===== src/rtl/ppe_grant_sched.sv =====
// ---------------------------------------------------------------------------
// ppe_grant_sched
//
// Purpose:
//   Grant scheduler that sits downstream of the 512-wide pipelined
//   programmable priority encoder (PPE). The block works as follows:
//     - It accumulates pending request bits.
//     - It hands a frozen snapshot of those bits, plus a round-robin pointer,
//       to the PPE.
//     - It waits a fixed number of cycles for the PPE result.
//     - It presents the winner as a valid/ready grant.
//     - On acceptance it clears the granted bit and moves the pointer past
//       the winner.
//   Only one lookup is ever in flight, so a PPE result is always paired
//   with the request vector and pointer that produced it.
//
// Optional feature (compile-time macro PPE_GNT_CNT_EN):
//   When defined, the block adds a 32-bit free-running grant counter
//   (gnt_cnt) and a synchronous clear input (cnt_clr). When the macro is
//   undefined, neither port nor any counter logic exists.
//
// Ports:
//   clk          system clock
//   rst_n        synchronous reset, active-low
//   req_set      [N]  one-cycle set pulses, bit i marks requester i pending
//   ppe_req      [N]  PPE Req vector, frozen while a lookup is in flight
//   ppe_ptr      [IW] PPE P_enc, index where the priority search starts
//   ppe_valid    PPE valid (a grant was found)
//   ppe_value    [IW] PPE o_value = (granted index + 1) mod N
//   gnt_valid    grant available
//   gnt_ready    consumer accepts the grant
//   gnt_idx      [IW] granted requester index
//   pending_any  OR of the pending register
//   err_nogrant  sticky, set when the PPE found no winner for a non-empty Req
//   cnt_clr      (PPE_GNT_CNT_EN only) zero the grant counter
//   gnt_cnt      [32] (PPE_GNT_CNT_EN only) number of accepted grants
// ---------------------------------------------------------------------------
module ppe_grant_sched #(
  parameter int N         = 512,
  parameter int IW        = 9,
  parameter int VALID_LAT = 3,
  parameter int VALUE_LAT = 4
) (
  input  logic          clk,
  input  logic          rst_n,
  input  logic [N-1:0]  req_set,
  output logic [N-1:0]  ppe_req,
  output logic [IW-1:0] ppe_ptr,
  input  logic          ppe_valid,
  input  logic [IW-1:0] ppe_value,
  output logic          gnt_valid,
  input  logic          gnt_ready,
  output logic [IW-1:0] gnt_idx,
  output logic          pending_any,
  output logic          err_nogrant
`ifdef PPE_GNT_CNT_EN
  ,
  input  logic          cnt_clr,
  output logic [31:0]   gnt_cnt
`endif
);

  // Wait counter is wide enough to reach VALUE_LAT with a spare bit.
  localparam int CW = $clog2(VALUE_LAT + 1) + 1;
  localparam logic [CW-1:0] VALID_CNT = CW'(VALID_LAT);
  localparam logic [CW-1:0] VALUE_CNT = CW'(VALUE_LAT);

  // When both latencies coincide, v_q would not be captured in time, so the
  // live ppe_valid is used on the value cycle instead.
  localparam bit SAME_LAT = (VALID_LAT == VALUE_LAT);

  typedef enum logic [1:0] {
    ST_IDLE  = 2'd0,
    ST_WAIT  = 2'd1,
    ST_GRANT = 2'd2
  } state_t;

  state_t        state_reg;
  state_t        state_next;

  logic [N-1:0]  pending_reg;
  logic [N-1:0]  pending_next;
  logic [N-1:0]  clr_mask;
  logic [N-1:0]  ppe_req_reg;
  logic [IW-1:0] ppe_ptr_reg;
  logic [IW-1:0] nxt_ptr_reg;
  logic [IW-1:0] gnt_idx_reg;
  logic [CW-1:0] cnt_reg;
  logic          v_q_reg;
  logic          err_reg;

  logic          handshake;
  logic          issue;
  logic          lookup_done;
  logic          valid_now;

  // -------------------------------------------------------------------------
  // Pending register. Clear first, then set, so a set pulse that lands on
  // the bit being granted in the same cycle keeps that bit pending.
  // -------------------------------------------------------------------------
  generate
    for (genvar gi = 0; gi < N; gi++) begin : g_clr
      assign clr_mask[gi] = handshake && (gnt_idx_reg == IW'(gi));
    end
  endgenerate

  assign pending_next = (pending_reg & ~clr_mask) | req_set;
  assign pending_any  = |pending_reg;

  // -------------------------------------------------------------------------
  // FSM process 1: state register
  // -------------------------------------------------------------------------
  always_ff @(posedge clk) begin
    if (!rst_n) begin
      state_reg <= ST_IDLE;
    end else begin
      state_reg <= state_next;
    end
  end

  // -------------------------------------------------------------------------
  // FSM process 2: next-state logic
  // -------------------------------------------------------------------------
  assign lookup_done = (state_reg == ST_WAIT) && (cnt_reg == VALUE_CNT);
  assign valid_now   = SAME_LAT ? ppe_valid : v_q_reg;

  always_comb begin
    state_next = state_reg;
    case (state_reg)
      ST_IDLE: begin
        if (pending_any) begin
          state_next = ST_WAIT;
        end
      end
      ST_WAIT: begin
        if (lookup_done) begin
          state_next = valid_now ? ST_GRANT : ST_IDLE;
        end
      end
      ST_GRANT: begin
        if (gnt_ready) begin
          state_next = ST_IDLE;
        end
      end
      default: state_next = ST_IDLE;
    endcase
  end

  // -------------------------------------------------------------------------
  // FSM process 3: outputs decoded from state
  // -------------------------------------------------------------------------
  always_comb begin
    gnt_valid = 1'b0;
    issue     = 1'b0;
    case (state_reg)
      ST_IDLE:  issue     = pending_any;
      ST_GRANT: gnt_valid = 1'b1;
      default: begin
        gnt_valid = 1'b0;
        issue     = 1'b0;
      end
    endcase
  end

  // gnt_ready is only meaningful while a grant is being offered.
  assign handshake = gnt_valid && gnt_ready;

  // -------------------------------------------------------------------------
  // Datapath registers
  // -------------------------------------------------------------------------
  always_ff @(posedge clk) begin
    if (!rst_n) begin
      pending_reg <= '0;
      ppe_req_reg <= '0;
      ppe_ptr_reg <= '0;
      nxt_ptr_reg <= '0;
      gnt_idx_reg <= '0;
      cnt_reg     <= '0;
      v_q_reg     <= 1'b0;
      err_reg     <= 1'b0;
    end else begin
      pending_reg <= pending_next;

      case (state_reg)
        ST_IDLE: begin
          // Snapshot the pending set. Bits arriving later wait for the next
          // lookup. The pointer is deliberately left untouched here.
          if (issue) begin
            ppe_req_reg <= pending_reg;
            cnt_reg     <= CW'(1);
            v_q_reg     <= 1'b0;
          end else begin
            ppe_req_reg <= '0;
          end
        end

        ST_WAIT: begin
          cnt_reg <= cnt_reg + CW'(1);
          if (cnt_reg == VALID_CNT) begin
            v_q_reg <= ppe_valid;
          end
          if (lookup_done) begin
            cnt_reg <= '0;
            if (valid_now) begin
              // The PPE reports winner+1, so subtracting one recovers the
              // winner. Value 0 therefore wraps to index N-1.
              gnt_idx_reg <= ppe_value - IW'(1);
              nxt_ptr_reg <= ppe_value;
            end else begin
              err_reg <= 1'b1;
            end
          end
        end

        ST_GRANT: begin
          // Next search starts just past the winner (wrap comes for free
          // from the PPE's modulo value).
          if (gnt_ready) begin
            ppe_ptr_reg <= nxt_ptr_reg;
          end
        end

        default: begin
          cnt_reg <= '0;
        end
      endcase
    end
  end

  assign ppe_req     = ppe_req_reg;
  assign ppe_ptr     = ppe_ptr_reg;
  assign gnt_idx     = gnt_idx_reg;
  assign err_nogrant = err_reg;

`ifdef PPE_GNT_CNT_EN
  // -------------------------------------------------------------------------
  // Grant counter. A clear takes precedence over a coincident handshake.
  // The increment wraps naturally at 2^32.
  // -------------------------------------------------------------------------
  logic [31:0] gnt_cnt_reg;

  always_ff @(posedge clk) begin
    if (!rst_n) begin
      gnt_cnt_reg <= '0;
    end else if (cnt_clr) begin
      gnt_cnt_reg <= '0;
    end else if (handshake) begin
      gnt_cnt_reg <= gnt_cnt_reg + 32'd1;
    end
  end

  assign gnt_cnt = gnt_cnt_reg;
`endif

endmodule


===== config.mk =====
export PLATFORM = sky130hd
export DESIGN_NAME = ppe_grant_sched
export DESIGN_NICKNAME = d
export VERILOG_FILES = /design/src/rtl/ppe_grant_sched.sv
export SDC_FILE = /design/constraint.sdc
export NUM_CORES = 2
export LEC_CHECK = 0
export CELL_PAD_IN_SITES_DETAIL_PLACEMENT = 0
export CELL_PAD_IN_SITES_GLOBAL_PLACEMENT = 1
export CORE_AREA = 2 2 418 420
export CTS_CLUSTER_SIZE = 8
export DETAILED_ROUTE_END_ITERATION = 7
export DIE_AREA = 0 0 420 422
export DONT_BUFFER_PORTS = 1
export HOLD_SLACK_MARGIN = 0.02
export PLACE_DENSITY = 0.41
export REMOVE_ABC_BUFFERS = 1
export SLEW_MARGIN = 20
export SYNTH_ARGS = -nofsm -noshare
export SYNTH_HDL_FRONTEND = slang
export SYNTH_SLANG_ARGS = --single-unit

===== constraint.sdc =====
create_clock -name clk -period 2.5 [get_ports clk]
set_input_delay 0.25 -clock clk [delete_from_list [all_inputs] [get_ports clk]]
set_output_delay 0.25 -clock clk [all_outputs]
set_load 0.005 [all_outputs]

==> out/qor.txt <==
# rows = 153
Starting Density = 22.47%
Sequential-to-total area share from yosys stat = 54.59%
DR WL/cell = 27.77 um
Average size of a mapped cell = 8.443 um^2
Fin crit period = 3.339 ns
Gpl congestion = 0.8016
Largest fanout on the critical path = 3
Via/cell ratio = 4.657
Final ANT Viol Nets = 0
Routed wire length = 209,800 um
Antenna violations before repair = 58
Worst-Margin Slew = 1.057 ns
# port buffers = 0
First-pass GRT wire length = 288,300 um
Final TNS setup = -2.563 ns
TritonCTS clock tree = built
Register bit count reported by yosys = 1,059
Final Hold Slack = -0.4165 ns
Peak supply drop = 0.6586 mV
Nets@finish = 5,699
Final setup vio count = 6
Netlist Area Pre-Place = 38,840 um^2
WS Path Type = reg2out
DRC errors left = 0
Max-cap viol count = 0
Clk Latency, worst-skew pair = 0.81 ns
Startpoint class of the critical path = flop
RSZ-0062 raised after global routing = true
CTS clk-pin slew, worst paths = 0.05 ns
Fin crit share = 133.6%
Top area cells in the synthesized netlist = dfxtp_1 55%, nand2_1 11%, a21oi_1 9.9%
Post-synthesis mux area share = 0%
Post-synth top area share = 54.59%
Starting DRT DRC Count = 1,653
Clock Path Buffers = 3
Largest net degree at the start of global routing = 286
Xor/xnor cell area share of the yosys netlist = 0.1579%
Die area = 177,200 um^2
Initial DRT Pass Iterations = 5
Total CTS buffers = 152
Most frequent cells in the layout = 1,169 x nand2_1, 1,051 x dfxtp_1, 770 x a21oi_1
Clock sink count = 1,059
Hold WC Path Type = in2reg
Max-slew headroom = 29.33%
CORE AREA = 172,900 um^2
Fmax = 0.2995 GHz
Total power per unit cell area = 818.0 nW/um^2
DIE HEIGHT = 422 um
Root Buffer Master = clkbuf_16
Distinct cells, synth = 49
Commonest non-fill, non-tap cell in the layout = nand2_1
Compound-Gate Fraction of Synth Area = 23.03%
Final Power = 42,940 uW
DP Wirelength = 149,900 um
Final hold violation count = 182
Detailed-route via count = 35.18k
Max Slew Vio Count = 0
GRT overflow = 0
Syn Inst Count = 4,600
Layout area overhead = 35.15%
Synth Area in Simple Gates = 16.95%
Failing checks = negative hold slack, negative setup slack
Crit end category = primary output
Global Route Usage Sum = 22.99%
Share of post-route cells with drive strength above 1 = 8.874%
Critical Path AT = 3.09 ns
Dominant cell type by area after synthesis = dfxtp_1
H-tree levels = 4
Vias in the first global route = 36.16k
LEAKAGE = 0.01957 uW
Post-synthesis adder-cell area fraction = 0.09665%
Worst clock skew = 0.02703 ns
Setup WS post-layout = -0.8392 ns
Crit path required time = 2.25 ns
Outcome = finished with violations
Io pins = 1,058
Number of synthesis warnings = 0
Main combinational cell family by area after synthesis = compound AO/OA/AOI/OAI gates
Die width = 420 um
==> kinds of logic (layout without fill, tap and decap cells) <==
logic type               Yosys count  after routing
XOR/XNOR                           7              7
other                              0             34
AND/OR/NAND/NOR                 1538           1538
flip-flops                      1059           1059
AO/OA/AOI/OAI                   1502           1502
adder cells (fa/ha/maj)            3              3
buffers and inverters            491           1086
==> per-stage QoR <==
step	worst slack (ns)	cell area (um^2)	utilization (%)	std cells
after detailed placement	-0.5348	42430	24.55	6785
final	-0.8392	52490	30.37	7554
after global placement	-0.6068	42430	24.55	6785
after floorplan	-14.55	37460	-	4277
after global routing	-0.9714	52460	30.35	7541
after CTS	-0.9128	52190	30.19	7506
==> where the power goes <==
group	internal, uW	leakage, uW	switching, uW
registers	18200	0.00878	1300
logic	1870	0.00876	2480
clock network	11000	0.00202	8080
total	31100	0.0196	11900
==> cell type report <==
| class | instances | area [um^2] |
|---|---|---|
| Tap cell | 2325 | 2909 |
| Multi-Input combinational cell | 3050 | 16080 |
| Clock buffer | 162 | 3882 |
| Clock inverter | 16 | 247.7 |
| Inverter | 168 | 638.1 |
| Sequential cell | 1059 | 21210 |
| Fill cell | 18690 | 120400 |
| Antenna cell | 34 | 85.08 |
| Timing Repair Buffer | 740 | 7433 |
==> worst max-delay path, cell delays in order, from the launching register on <==
cell     delay, ns
dfxtp_1       0.33
nor4_1        0.44
nand4_1       0.23
nor4_4        0.42
buf_4         0.17
nand4_1       0.28
nor2_1        0.20
buf_4         0.17
inv_2         0.04
==> path summary, 6_finish.rpt <==
| path | slack (ns) | depth (start not counted) | end | start |
|---|---|---|---|---|
| setup / recovery | -0.84 | 8 | pending_any | pending_reg[283] |
| hold / removal | -0.42 | 1 | pending_reg[48] | rst_n |
| setup reg to reg | -0.38 | 12 | cnt_reg[0] | pending_reg[283] |
| hold reg to reg | 0.45 | 2 | ppe_ptr[6] | nxt_ptr_reg[6] |
==> Yosys cell counts (all sizes together) <==
cell type,instances
nor3b,1
nor3,23
xnor2,5
o31ai,2
o22ai,2
a311oi,1
nand2b,13
nand3,2
nand4,37
o21ai,165
and3,2
or3,6
nor2b,2
nor2,112
nor4,140
a21boi,275
ha,3
a41o,3
a21oi,770
a211oi,7
or2,13
o21bai,1
and2,15
dfxtp,1059
nand2,1171
o21a,275
inv,168
buf,114
or4,1
clkbuf,209
a22o,1
xor2,2
==> layer usage <==
metal	track usage [%]	routed length, um
met1	25.80	82360
met2	40.73	105800
met3	6.264	13400
met4	9.257	8111
met5	0	93
==> repair_timing <==
action / CTS / global route
hold buffers: 540 / 11
endpoints found under the hold margin: 585 / 275
setup endpoints to repair: 7 / 15
gates resized for setup: 32 / 17
pin swaps: 12 / 14
setup buffers: 3 / 3
No activity file was read; power rests on OpenSTA's default activity.
